--- src/rtl/elevator_pkg.sv ---
// Shared definitions for the elevator call panel.
// Optional feature macro used by this slice: STUCK_BUTTON_EN.
package elevator_pkg;

    localparam int FLOOR_W    = 4;
    localparam int MAX_FLOORS = 16;

    typedef enum logic [0:0] {
        DIR_UP   = 1'b0,
        DIR_DOWN = 1'b1
    } dir_t;

    // A lone up or down indication sets the direction.
    // Both at once, or neither, keeps the previous direction.
    function automatic dir_t next_dir(input dir_t cur, input logic up_i, input logic down_i);
        dir_t res;
        if (up_i && !down_i) begin
            res = DIR_UP;
        end else if (down_i && !up_i) begin
            res = DIR_DOWN;
        end else begin
            res = cur;
        end
        return res;
    endfunction

endpackage

--- src/rtl/elevator_debounce.sv ---
// One push-button input: 2-flop synchroniser, debounce counter, debounced level
// and a registered rise pulse. With STUCK_BUTTON_EN defined it also has a
// hold counter and a stuck flag.
module elevator_debounce
    import elevator_pkg::*;
#(
    parameter int DEBOUNCE_CYCLES = 4,
    parameter int STUCK_CYCLES    = 1024
) (
    input  logic clock,
    input  logic reset,
    input  logic raw,
    output logic rise
`ifdef STUCK_BUTTON_EN
    ,
    output logic stuck
`endif
);

    localparam int              CNT_W    = $clog2(DEBOUNCE_CYCLES);
    localparam logic [CNT_W-1:0] CNT_LAST = CNT_W'(DEBOUNCE_CYCLES - 1);

    logic [1:0]       sync_r;
    logic [CNT_W-1:0] cnt_r;
    logic             level_r;
    logic             level_d_r;
    logic             rise_r;

    // Bring the asynchronous button into the clock domain.
    always_ff @(posedge clock or posedge reset) begin
        if (reset) begin
            sync_r <= 2'b00;
        end else begin
            sync_r <= {sync_r[0], raw};
        end
    end

    // Toggle the debounced level only after DEBOUNCE_CYCLES consecutive disagreeing samples.
    always_ff @(posedge clock or posedge reset) begin
        if (reset) begin
            cnt_r   <= {CNT_W{1'b0}};
            level_r <= 1'b0;
        end else if (sync_r[1] != level_r) begin
            if (cnt_r == CNT_LAST) begin
                level_r <= ~level_r;
                cnt_r   <= {CNT_W{1'b0}};
            end else begin
                cnt_r   <= cnt_r + CNT_W'(1);
            end
        end else begin
            cnt_r <= {CNT_W{1'b0}};
        end
    end

    // Register a one-cycle pulse on each rising edge of the debounced level.
    always_ff @(posedge clock or posedge reset) begin
        if (reset) begin
            level_d_r <= 1'b0;
            rise_r    <= 1'b0;
        end else begin
            level_d_r <= level_r;
            rise_r    <= level_r & ~level_d_r;
        end
    end

    assign rise = rise_r;

`ifdef STUCK_BUTTON_EN
    localparam int               HOLD_W   = $clog2(STUCK_CYCLES + 1);
    localparam logic [HOLD_W-1:0] HOLD_MAX = HOLD_W'(STUCK_CYCLES);
    localparam logic [HOLD_W-1:0] HOLD_SET = HOLD_W'(STUCK_CYCLES - 1);

    logic [HOLD_W-1:0] hold_r;
    logic [CNT_W-1:0]  low_r;
    logic              stuck_r;

    // Count held-pressed cycles and set the stuck flag; clear it after DEBOUNCE_CYCLES released cycles.
    always_ff @(posedge clock or posedge reset) begin
        if (reset) begin
            hold_r  <= {HOLD_W{1'b0}};
            low_r   <= {CNT_W{1'b0}};
            stuck_r <= 1'b0;
        end else if (level_r) begin
            low_r <= {CNT_W{1'b0}};
            if (hold_r != HOLD_MAX) begin
                hold_r <= hold_r + HOLD_W'(1);
            end else begin
                hold_r <= hold_r;
            end
            if (hold_r == HOLD_SET) begin
                stuck_r <= 1'b1;
            end else begin
                stuck_r <= stuck_r;
            end
        end else begin
            hold_r <= {HOLD_W{1'b0}};
            if (low_r == CNT_LAST) begin
                stuck_r <= 1'b0;
                low_r   <= low_r;
            end else begin
                low_r   <= low_r + CNT_W'(1);
            end
        end
    end

    assign stuck = stuck_r;
`endif

endmodule

--- src/rtl/elevator_call_panel.sv ---
// Call panel front end: debounces car and hall buttons, latches presses into
// lamps, presents the lamps as request vectors and clears them as floors are
// serviced. Optional feature macro: STUCK_BUTTON_EN (adds stuck detection and
// the stuck_flags port).
module elevator_call_panel
    import elevator_pkg::*;
#(
    parameter int floor_numbers   = 10,
    parameter int DEBOUNCE_CYCLES = 4,
    parameter int STUCK_CYCLES    = 1024
) (
    input  logic                     clock,
    input  logic                     reset,
    input  logic [floor_numbers-1:0] raw_car,
    input  logic [floor_numbers-1:0] raw_up,
    input  logic [floor_numbers-1:0] raw_down,
    input  logic                     up,
    input  logic                     down,
    input  logic                     open,
    input  logic [FLOOR_W-1:0]       floor,
    output logic [floor_numbers-1:0] buttons,
    output logic [floor_numbers-1:0] ups,
    output logic [floor_numbers-1:0] downs,
    output logic [floor_numbers-1:0] car_lamps,
    output logic [floor_numbers-1:0] up_lamps,
    output logic [floor_numbers-1:0] down_lamps
`ifdef STUCK_BUTTON_EN
    ,
    output logic [3*floor_numbers-1:0] stuck_flags
`endif
);

    // No up call from the top floor, no down call from the ground floor.
    localparam logic [floor_numbers-1:0] UP_MASK   = {floor_numbers{1'b1}} >> 1;
    localparam logic [floor_numbers-1:0] DOWN_MASK = {floor_numbers{1'b1}} << 1;

    logic [floor_numbers-1:0] car_rise_s, up_rise_s, down_rise_s;
    logic [floor_numbers-1:0] car_blk_s, up_blk_s, down_blk_s;
    logic [floor_numbers-1:0] svc_s;
    logic [floor_numbers-1:0] car_clr_s, up_clr_s, down_clr_s;
    logic [floor_numbers-1:0] car_next_s, up_next_s, down_next_s;
    logic [floor_numbers-1:0] car_lamps_r, up_lamps_r, down_lamps_r;
    dir_t                     last_dir_r;

`ifdef STUCK_BUTTON_EN
    logic [floor_numbers-1:0] car_stuck_s, up_stuck_s, down_stuck_s;
`endif

    for (genvar i = 0; i < floor_numbers; i++) begin : g_btn
        elevator_debounce #(
            .DEBOUNCE_CYCLES(DEBOUNCE_CYCLES),
            .STUCK_CYCLES   (STUCK_CYCLES)
        ) u_car (
            .clock(clock),
            .reset(reset),
            .raw  (raw_car[i]),
            .rise (car_rise_s[i])
`ifdef STUCK_BUTTON_EN
            ,
            .stuck(car_stuck_s[i])
`endif
        );

        elevator_debounce #(
            .DEBOUNCE_CYCLES(DEBOUNCE_CYCLES),
            .STUCK_CYCLES   (STUCK_CYCLES)
        ) u_up (
            .clock(clock),
            .reset(reset),
            .raw  (raw_up[i]),
            .rise (up_rise_s[i])
`ifdef STUCK_BUTTON_EN
            ,
            .stuck(up_stuck_s[i])
`endif
        );

        elevator_debounce #(
            .DEBOUNCE_CYCLES(DEBOUNCE_CYCLES),
            .STUCK_CYCLES   (STUCK_CYCLES)
        ) u_down (
            .clock(clock),
            .reset(reset),
            .raw  (raw_down[i]),
            .rise (down_rise_s[i])
`ifdef STUCK_BUTTON_EN
            ,
            .stuck(down_stuck_s[i])
`endif
        );
    end

`ifdef STUCK_BUTTON_EN
    assign car_blk_s   = car_stuck_s;
    assign up_blk_s    = up_stuck_s;
    assign down_blk_s  = down_stuck_s;
    assign stuck_flags = {down_stuck_s, up_stuck_s, car_stuck_s};
`else
    assign car_blk_s   = {floor_numbers{1'b0}};
    assign up_blk_s    = {floor_numbers{1'b0}};
    assign down_blk_s  = {floor_numbers{1'b0}};
`endif

    // Decode the floor being serviced; an out-of-range floor selects nothing.
    always_comb begin
        svc_s = {floor_numbers{1'b0}};
        for (int i = 0; i < floor_numbers; i++) begin
            if (open && (floor == FLOOR_W'(i))) begin
                svc_s[i] = 1'b1;
            end else begin
                svc_s[i] = 1'b0;
            end
        end
    end

    // Travel-direction hall lamp always clears; the opposite one only if no same-direction call was lit.
    always_comb begin
        car_clr_s = svc_s;
        if (last_dir_r == DIR_UP) begin
            up_clr_s   = svc_s;
            down_clr_s = svc_s & ~up_lamps_r;
        end else begin
            down_clr_s = svc_s;
            up_clr_s   = svc_s & ~down_lamps_r;
        end
    end

    // Next lamp state: clear and stuck beat a coincident press; masked floors stay dark.
    always_comb begin
        car_next_s  = (car_lamps_r  | car_rise_s)  & ~car_clr_s  & ~car_blk_s;
        up_next_s   = (up_lamps_r   | up_rise_s)   & ~up_clr_s   & ~up_blk_s   & UP_MASK;
        down_next_s = (down_lamps_r | down_rise_s) & ~down_clr_s & ~down_blk_s & DOWN_MASK;
    end

    // Lamp registers, which double as the request vectors.
    always_ff @(posedge clock or posedge reset) begin
        if (reset) begin
            car_lamps_r  <= {floor_numbers{1'b0}};
            up_lamps_r   <= {floor_numbers{1'b0}};
            down_lamps_r <= {floor_numbers{1'b0}};
        end else begin
            car_lamps_r  <= car_next_s;
            up_lamps_r   <= up_next_s;
            down_lamps_r <= down_next_s;
        end
    end

    // Remember the last travel direction reported by the controller.
    always_ff @(posedge clock or posedge reset) begin
        if (reset) begin
            last_dir_r <= DIR_UP;
        end else begin
            last_dir_r <= next_dir(last_dir_r, up, down);
        end
    end

    assign car_lamps  = car_lamps_r;
    assign up_lamps   = up_lamps_r;
    assign down_lamps = down_lamps_r;
    assign buttons    = car_lamps_r;
    assign ups        = up_lamps_r;
    assign downs      = down_lamps_r;

endmodule
--- config.mk ---
export PLATFORM = sky130hd
export DESIGN_NAME = elevator_call_panel
export DESIGN_NICKNAME = d
export VERILOG_FILES = /design/src/rtl/elevator_pkg.sv /design/src/rtl/elevator_debounce.sv /design/src/rtl/elevator_call_panel.sv
export SDC_FILE = /design/constraint.sdc
export NUM_CORES = 1
export LEC_CHECK = 0
export CORE_AREA = 8 8 130 132
export DETAILED_ROUTE_END_ITERATION = 8
export DIE_AREA = 0 0 138 140
export PLACE_DENSITY = 0.82
export SYNTH_ARGS = -nofsm -noshare
export SYNTH_HDL_FRONTEND = slang
export SYNTH_SLANG_ARGS = --single-unit
--- constraint.sdc ---
create_clock -name clock -period 10.4 [get_ports clock]
set_input_delay 1.56 -clock clock [delete_from_list [all_inputs] [get_ports clock]]
set_output_delay 1.56 -clock clock [all_outputs]
set_load 0.02 [all_outputs]
After elaboration in Yosys (flattened, before gate mapping) --
Cells that the tools add are included.
Storage, ports and cells: register bits 232, bits of input ports 39, output and inout bits 60
Cells by class: $add $sub $neg 29, equality and inequality tests 67, muxes and demuxes 72, bitwise gates (word level) 100, reduce and logical (&&, ||, !) cells 45
Operators by type and width (number):
- $mux W2 | 58
- $add A2 B1 Y2 const B | 29
- $eq A2 B2 Y1 const B | 29
- $not A1 Y1 | 58
- $reduce_and A2 Y1 | 29
- $and A10 B10 Y10 | 3
- $and A1 B1 Y1 | 29
- $ne A1 B1 Y1 | 29
- $not A10 Y10 | 2
- $or A10 B10 Y10 | 2
- $and A9 B9 Y9 | 2
- $not A9 Y9 | 2
- $eq A4 B3 Y1 const B | 4
- $logic_and A1 B1 Y1 | 12
- $mux W1 | 12
- $mux W10 | 1
- $not A9 Y10 | 1
- $mux W9 | 1
- $or A9 B9 Y9 | 1
- $eq A4 B2 Y1 const B | 2
- $eq A4 B4 Y1 const B | 2
- $eq A4 B1 Y1 const B | 1
- $logic_not A4 Y1 | 1
- $logic_not A1 Y1 | 2
- $reduce_bool A2 Y1 | 1

Depth between registers and ports, before layout --
Gate-level depths: netlist (run 1).
depth in word-level cells 7, gate-level depth with buffers 3

Cells and area by module --
A second synthesis (run 1) with hierarchy kept.
Unflattened totals: cells, all modules 543, area, all modules 8042.7 µm²
Modules (own cells, without submodules):
- elevator_debounce | instances 28, cells an instance 14, area an instance 234.0 µm²
- elevator_call_panel | instances 1, cells an instance 151, area an instance 1491.4 µm²

Worst setup path before layout (run 1) --
OpenSTA, ideal clock, no wires.
kind flip-flop to output port, from register up_lamps_r[6], in the netlist up_lamps[6], to output port ups[6], arrival 0.644 ns, data required time 8.840 ns, setup slack 8.196 ns, cell stages (with the launch flop) 2, cells stage by stage dfrtp_1 -> buf_4
RTL lines:
- from (decl) | RTL line elevator_call_panel.sv:42 | logic [floor_numbers-1:0] car_lamps_r, up_lamps_r, down_lamps_r;
- from (signal assigned) | RTL line elevator_call_panel.sv:139 | up_lamps_r <= {floor_numbers{1'b0}};
- from (signal assigned) | RTL line elevator_call_panel.sv:143 | up_lamps_r <= up_next_s;
- to (decl) | RTL line elevator_call_panel.sv:22 | output logic [floor_numbers-1:0] ups,
No word-level cell between the ends.

==> results of run 1 <==
metal layers:
| metal | wire length, um | vias up | GRT usage (%) | part of all wire [%] |
|---|---|---|---|---|
| met5 | 0 | - | 0 | 0 |
| met4 | 300 | 0 | 3.72 | 2.4 |
| met3 | 681 | 22 | 3.72 | 5.4 |
| met2 | 6310 | 90 | 23.1 | 50 |
| met1 | 5340 | 2025 | 16.6 | 42 |
| li1 | - | 1839 | - | - |
state kept, by name, indices dropped and copies added, names as in the netlist, 18 cells and up:
signal and count:
g_btn.u_down.cnt_r 18, g_btn.u_down.sync_r 18, g_btn.u_car.sync_r 20, g_btn.u_up.sync_r 18, g_btn.u_car.cnt_r 20, g_btn.u_up.cnt_r 18
synthesized netlist by cell type, drive strengths merged, types with 2 or more instances:
library cell  count  area share, %
nor2             29            1.4
nor2b            58            4.7
nand2             8           0.38
mux2             28            4.0
ha               29            4.6
a31oi            16            1.8
a21oi            12           0.87
nor3             28            1.8
and3b             2           0.22
buf              38            3.8
xnor2            28            3.1
dfrtp           225             72
nand2b            8           0.64
inv               3           0.14
worst max-delay path, cell delays in order:
cell and delay (ps):
sky130_fd_sc_hd__clkdlybuf4s50_1 490, sky130_fd_sc_hd__inv_8 630, sky130_fd_sc_hd__buf_4 940
final timing paths:
kind,slack [ps],cells past startpoint,startpoint,end
worst max-delay path,7130,3,reset,g_btn[3].u_car.sync_r[1]$_DFF_PP0_
worst min-delay path,340,0,g_btn[6].u_up.sync_r[0]$_DFF_PP0_,g_btn[6].u_up.sync_r[1]$_DFF_PP0_
worst max register to register,9150,2,last_dir_r$_DFFE_PP0P_,down_lamps[6]$_DFF_PP0_
worst min register to register,340,0,g_btn[6].u_up.sync_r[0]$_DFF_PP0_,g_btn[6].u_up.sync_r[1]$_DFF_PP0_
max in group clock,7260,1,down_lamps[8]$_DFF_PP0_,downs[8]
min in group asynchronous,1640,2,reset,g_btn[1].u_up.cnt_r[0]$_DFF_PP0_
through the flow:
step	instance area, sq um	instances	worst slack [ps]	hold WS (ps)	total power, mW
after floorplan	7820	519	2680	331	1.76
after global placement	8700	762	6570	332	1.91
after detailed placement	8700	762	6490	336	1.98
after CTS	9430	803	7030	349	2.77
after global routing	9430	803	6720	356	2.90
final	9430	803	7130	344	2.73
cell type report:
type | count | area [sq um]
sequential | 225 | 5630
tap | 188 | 235
inverter | 3 | 18.8
clock inverter | 5 | 43.8
clock buffer | 36 | 684
multi-input combinational | 253 | 1890
fill | 1095 | 5440
timing repair buffer | 93 | 928
power by group:
| group | internal, mW | leakage, nW | switching [mW] | total [mW] |
|---|---|---|---|---|
| Combinational | 0.334 | 1.21 | 0.280 | 0.613 |
| Clock | 0.455 | 0.361 | 0.313 | 0.768 |
| Sequential | 1.17 | 2.68 | 0.176 | 1.34 |
| Total | 1.96 | 4.26 | 0.770 | 2.73 |
cell families after synthesis:
kind of cell	after synthesis	synth area share, %
flops	225	72.1
simple gates	135	9.37
buf+inv	41	3.91
fa+ha+maj	29	4.65
mux	29	4.17
compound gates	28	2.63
xor+xnor	28	3.14
other cells	1	0.0480
==> metrics.txt, run 1 <==
# TYPE chip_impl_metric gauge
chip_impl_metric{name="synth-edff-count",unit=""} 0
chip_impl_metric{name="fin_crit_sh",unit="%"} 31.4
chip_impl_metric{name="drtIter0Drc",unit=""} 177
chip_impl_metric{name="timing.setup.tns",unit="ps"} 0
chip_impl_metric{name="maxCapViolations",unit=""} 0
chip_impl_metric{name="path_max_fanout",unit=""} 137
chip_impl_info{name="clk_root_buffer_cell",value="sky130_fd_sc_hd__clkbuf_16"} 1
chip_impl_metric{name="io_buffers",unit=""} 92
chip_impl_metric{name="netlist_instances",unit=""} 516
chip_impl_info{name="critical_path.startpoint_type",value="input pin"} 1
chip_impl_metric{name="slew_violations",unit=""} 0
chip_impl_metric{name="number_of_failing_hold_endpoints_at_the_final_stage",unit=""} 0
chip_impl_metric{name="die-area",unit="sq um"} 19300
chip_impl_metric{name="clk_transition_reported_paths",unit="ps"} 60
chip_impl_metric{name="maximum_number_of_pins_on_one_net_before_global_route_repair",unit=""} 138
chip_impl_metric{name="globalRouteTotalUtil",unit="%"} 13.5
chip_impl_metric{name="post_detailed_route_drc_marker_count",unit=""} 0
chip_impl_metric{name="grt.overflow.total",unit=""} 0
chip_impl_metric{name="post_cts_setup_inserts",unit=""} 0
chip_impl_metric{name="cts.path.max_buffers",unit=""} 3
chip_impl_metric{name="routed_wire_length_per_instance",unit="um"} 15.7
chip_impl_info{name="timing.setup.critical_path_class",value="input pin to async pin"} 1
chip_impl_metric{name="io_pins",unit=""} 99
chip_impl_metric{name="floorplan.die.height",unit="um"} 140
chip_impl_metric{name="viasPerCell",unit=""} 4.95
chip_impl_info{name="setup_repair_after_global_routing_missed_its_margin",value="false"} 1
chip_impl_metric{name="first_pass_grt_wire_length",unit="um"} 21900
chip_impl_info{name="timing.hold.worst.class",value="flip-flop to flip-flop"} 1
chip_impl_metric{name="num_rows",unit=""} 45
chip_impl_metric{name="synthArstFlopShare",unit="%"} 100
chip_impl_metric{name="clkLatencyLatePin",unit="ps"} 500
chip_impl_metric{name="layout-drive-gt1-share",unit="%"} 12.2
chip_impl_metric{name="syn_avg_cell_area",unit="sq um"} 15.1
chip_impl_metric{name="final_util",unit="%"} 63.4
chip_impl_metric{name="number_of_sinks_on_the_clock_net",unit=""} 225
chip_impl_metric{name="layout-area-overhead-vs-synth",unit="%"} 20.7
chip_impl_info{name="synth_top_flop_cell",value="sky130_fd_sc_hd__dfrtp_1"} 1
chip_impl_metric{name="yosysWarnings",unit=""} 0
chip_impl_metric{name="syn-cell-area",unit="sq um"} 7810
chip_impl_info{name="end_kind",value="async pin"} 1
chip_impl_metric{name="routed-via-count",unit=""} 3976
chip_impl_metric{name="cts_hold_repair.buffers",unit=""} 0
chip_impl_metric{name="tightest_slew",unit="ps"} 1050
chip_impl_metric{name="die_width",unit="um"} 138
chip_impl_info{name="layout.cells.most_common",value="sky130_fd_sc_hd__dfrtp_1"} 1
chip_impl_metric{name="timing.critical_path.required",unit="ps"} 10860
chip_impl_metric{name="start_util",unit="%"} 52.5
chip_impl_metric{name="design.core.area",unit="sq um"} 14900
chip_impl_metric{name="maxSlewHeadroom",unit="%"} 30.1
chip_impl_metric{name="drt.antenna.violating_nets",unit=""} 0
chip_impl_metric{name="antenna_found_initial",unit=""} 0
chip_impl_metric{name="numCtsBuffers",unit=""} 23
chip_impl_metric{name="final_net_count",unit=""} 667
chip_impl_info{name="clock_tree_from_tritoncts",value="built"} 1
chip_impl_info{name="highest_count_cells_in_the_layout_ignoring_fill_and_taps",value="225 x sky130_fd_sc_hd__dfrtp_1, 92 x sky130_fd_sc_hd__clkdlybuf4s50_1, 57 x sky130_fd_sc_hd__nor2b_1"} 1
chip_impl_metric{name="post_cts_resize_count",unit=""} 0
chip_impl_metric{name="clock_skew",unit="ps"} 15.2
chip_impl_metric{name="yosysUniqueCellTypes",unit=""} 23
chip_impl_metric{name="critPathArrivalTime",unit="ps"} 3730
chip_impl_metric{name="vdd_ir_drop_max",unit="uV"} 200
chip_impl_metric{name="post-route-min-period",unit="ps"} 3270
chip_impl_metric{name="first_global_vias",unit=""} 4457
chip_impl_metric{name="synth_sequential_area_ratio",unit="%"} 72.1
chip_impl_metric{name="cellPowerDensity",unit="nW/um^2"} 289
chip_impl_metric{name="detailedPlacementHpwl",unit="um"} 8490
chip_impl_metric{name="setup_violations_final",unit=""} 0
chip_impl_metric{name="fmax",unit="GHz"} 0.306
chip_impl_metric{name="htreeDepth",unit=""} 1
chip_impl_info{name="status",value="finished, final reports clean"} 1
chip_impl_metric{name="n_diodes",unit=""} 0
chip_impl_metric{name="total_leakage_power",unit="nW"} 4.26
chip_impl_metric{name="routed_wirelength",unit="um"} 12600
chip_impl_metric{name="synth.ff_latch_count",unit=""} 225
chip_impl_metric{name="finalWeightedCongestion",unit=""} 0.744
chip_impl_metric{name="firstDrtPassIters",unit=""} 4
No activity file was read; power rests on OpenSTA's default activity.
==> inputs of run 2 (changes only) <==
==> constraint.sdc (replaced) <==
create_clock -name clock -period 3.06 [get_ports clock]
set_input_delay 0.459 -clock clock [delete_from_list [all_inputs] [get_ports clock]]
set_output_delay 0.459 -clock clock [all_outputs]
set_load 0.02 [all_outputs]
==> metrics.txt, run 2 (same netlist as run 1, synthesis figures left out) <==
# TYPE chip_impl_metric gauge
chip_impl_info{name="status",value="finished, final reports clean"} 1
chip_impl_metric{name="clkLatencyLatePin",unit="ps"} 480
chip_impl_metric{name="rr_worst_depth",unit=""} 2
chip_impl_metric{name="routed_wirelength",unit="um"} 12800
chip_impl_info{name="clk_root_buffer_cell",value="sky130_fd_sc_hd__clkbuf_16"} 1
chip_impl_metric{name="post-route-min-period",unit="ps"} 2030
chip_impl_metric{name="n_diodes",unit=""} 0
chip_impl_info{name="clock_tree_from_tritoncts",value="built"} 1
chip_impl_metric{name="first_pass_grt_wire_length",unit="um"} 22200
chip_impl_info{name="timing.critical_path.cells",value="clkdlybuf4s50_1"} 1
chip_impl_metric{name="worst-path-buf-inv",unit=""} 1
chip_impl_metric{name="fin_crit_sh",unit="%"} 66.3
chip_impl_metric{name="first_global_vias",unit=""} 4560
chip_impl_metric{name="floorplan.die.height",unit="um"} 140
chip_impl_metric{name="cts_hold_repair.buffers",unit=""} 0
chip_impl_metric{name="number_of_failing_hold_endpoints_at_the_final_stage",unit=""} 0
chip_impl_metric{name="routed-via-count",unit=""} 4048
chip_impl_metric{name="min_delay_path_depth",unit=""} 0
chip_impl_metric{name="start_util",unit="%"} 52.5
chip_impl_metric{name="num_rows",unit=""} 45
chip_impl_metric{name="maxCapViolations",unit=""} 0
chip_impl_metric{name="final_net_count",unit=""} 672
chip_impl_info{name="crit-reg2reg-capture",value="down_lamps[3]$_DFF_PP0_"} 1
chip_impl_metric{name="tightest_slew",unit="ps"} 857
chip_impl_metric{name="drt.antenna.violating_nets",unit=""} 0
chip_impl_metric{name="numCtsBuffers",unit=""} 22
chip_impl_metric{name="layout-area-overhead-vs-synth",unit="%"} 20.7
chip_impl_metric{name="maxSlewHeadroom",unit="%"} 42.6
chip_impl_metric{name="number_of_sinks_on_the_clock_net",unit=""} 225
chip_impl_metric{name="htreeDepth",unit=""} 1
chip_impl_metric{name="final_util",unit="%"} 63.4
chip_impl_info{name="setup_repair_after_global_routing_missed_its_margin",value="false"} 1
chip_impl_metric{name="detailedPlacementHpwl",unit="um"} 8990
chip_impl_metric{name="finalWeightedCongestion",unit=""} 0.716
chip_impl_metric{name="p_total",unit="mW"} 9.11
chip_impl_metric{name="maximum_number_of_pins_on_one_net_before_global_route_repair",unit=""} 70
chip_impl_info{name="whs_endpoint",value="g_btn[2].u_up.sync_r[1]$_DFF_PP0_"} 1
chip_impl_metric{name="timing.critical_path.required",unit="ps"} 2600
chip_impl_metric{name="routed_wire_length_per_instance",unit="um"} 15.9
chip_impl_metric{name="critPathMaxStageDelay",unit="ps"} 650
chip_impl_metric{name="post_cts_setup_inserts",unit=""} 0
chip_impl_metric{name="post_detailed_route_drc_marker_count",unit=""} 0
chip_impl_metric{name="grt.overflow.total",unit=""} 0
chip_impl_metric{name="die_width",unit="um"} 138
chip_impl_metric{name="post_cts_resize_count",unit=""} 0
chip_impl_metric{name="drtIter0Drc",unit=""} 181
chip_impl_metric{name="final.hold.worst_slack",unit="ps"} 343
chip_impl_metric{name="globalRouteTotalUtil",unit="%"} 13.7
chip_impl_info{name="reg_top3",value="g_btn.u_car.cnt_r: 20 flops, g_btn.u_car.sync_r: 20 flops"} 1
chip_impl_metric{name="io_buffers",unit=""} 92
chip_impl_info{name="timing.hold.worst.class",value="flip-flop to flip-flop"} 1
chip_impl_metric{name="cts.path.max_buffers",unit=""} 3
chip_impl_info{name="layout.cells.most_common",value="sky130_fd_sc_hd__dfrtp_1"} 1
chip_impl_metric{name="io_pins",unit=""} 99
chip_impl_info{name="timing.critical_path.max_delay_family",value="buffers and inverters"} 1
chip_impl_metric{name="design.core.area",unit="sq um"} 14900
chip_impl_metric{name="clock_skew",unit="ps"} 5.54
chip_impl_metric{name="reg2reg_slack",unit="ps"} 1840
chip_impl_info{name="critical_path.startpoint_type",value="flip-flop"} 1
chip_impl_info{name="end_kind",value="primary output"} 1
chip_impl_metric{name="total_leakage_power",unit="nW"} 4.25
chip_impl_metric{name="cellPowerDensity",unit="nW/um^2"} 966
chip_impl_metric{name="path_max_fanout",unit=""} 4
chip_impl_metric{name="slew_violations",unit=""} 0
chip_impl_info{name="timing.setup.critical_path_class",value="flip-flop to primary output"} 1
chip_impl_metric{name="clk_transition_reported_paths",unit="ps"} 60
chip_impl_info{name="critical_path_slowest_stage_cell",value="sky130_fd_sc_hd__clkdlybuf4s50_1"} 1
chip_impl_info{name="highest_count_cells_in_the_layout_ignoring_fill_and_taps",value="225 x sky130_fd_sc_hd__dfrtp_1, 92 x sky130_fd_sc_hd__clkdlybuf4s50_1, 57 x sky130_fd_sc_hd__nor2b_1"} 1
chip_impl_metric{name="antenna_found_initial",unit=""} 0
chip_impl_info{name="reg2reg_from",value="last_dir_r$_DFFE_PP0P_"} 1
chip_impl_metric{name="fill_cells",unit=""} 1083
chip_impl_metric{name="timing.setup.tns",unit="ps"} 0
chip_impl_metric{name="setup_violations_final",unit=""} 0
chip_impl_metric{name="die-area",unit="sq um"} 19300
chip_impl_info{name="min-delay-start",value="g_btn[2].u_up.sync_r[0]$_DFF_PP0_"} 1
chip_impl_metric{name="layout-drive-gt1-share",unit="%"} 12.2
chip_impl_metric{name="fmax",unit="GHz"} 0.493
chip_impl_metric{name="firstDrtPassIters",unit=""} 4
chip_impl_metric{name="vdd_ir_drop_max",unit="uV"} 526
chip_impl_metric{name="viasPerCell",unit=""} 5.03
chip_impl_metric{name="critPathArrivalTime",unit="ps"} 1570
run 2: report_power, final:
group	internal [mW]	switching, mW	leakage [nW]	total, mW
registers	3.97	0.603	2.68	4.57
logic	1.14	0.952	1.25	2.09
clock network	1.42	1.02	0.320	2.44
total	6.54	2.57	4.25	9.11
run 2: worst max path at each step:
stage	startpoint	end	cells after the start
floorplan	reset	buttons[0]$_DFF_PP0_	1
global placement	floor[1]	down_lamps[3]$_DFF_PP0_	3
detailed placement	floor[1]	down_lamps[3]$_DFF_PP0_	3
CTS	down_lamps[8]$_DFF_PP0_	down_lamps[8]	1
global route	up_lamps[8]$_DFF_PP0_	ups[8]	1
finish	down_lamps[8]$_DFF_PP0_	down_lamps[8]	1
run 2: worst register-to-register path: stages (launching register included):
cell	delay (ps)
sky130_fd_sc_hd__dfrtp_1	730
sky130_fd_sc_hd__nand2b_1	230
sky130_fd_sc_hd__a31oi_2	100
run 2: layer usage:
| layer | vias up | GRT usage (%) | wire [um] |
|---|---|---|---|
| li1 | 1839 | - | - |
| met2 | 90 | 23.9 | 6540 |
| met4 | 0 | 3.83 | 271 |
| met3 | 25 | 4.16 | 711 |
| met5 | - | 0 | 0 |
| met1 | 2094 | 16.2 | 5300 |
run 2: layout make-up:
type | count | area [sq um] | area share [%]
clock inverters | 3 | 15.0 | 0.159
clock buffers | 34 | 637 | 6.75
repair buffers | 99 | 1010 | 10.7
multi-input cells | 253 | 1890 | 20.0
well taps | 188 | 235 | 2.49
flip-flops and latches | 225 | 5630 | 59.7
inverters | 3 | 15.0 | 0.159
run 2: per-stage QoR:
step / worst slack, ps / std cells / area (sq um)
final: 1030 / 805 / 9430
after global routing: 968 / 805 / 9430
after CTS: 1000 / 805 / 9430
after detailed placement: 1020 / 768 / 8780
after global placement: 1090 / 768 / 8780
after floorplan: -337 / 519 / 7830
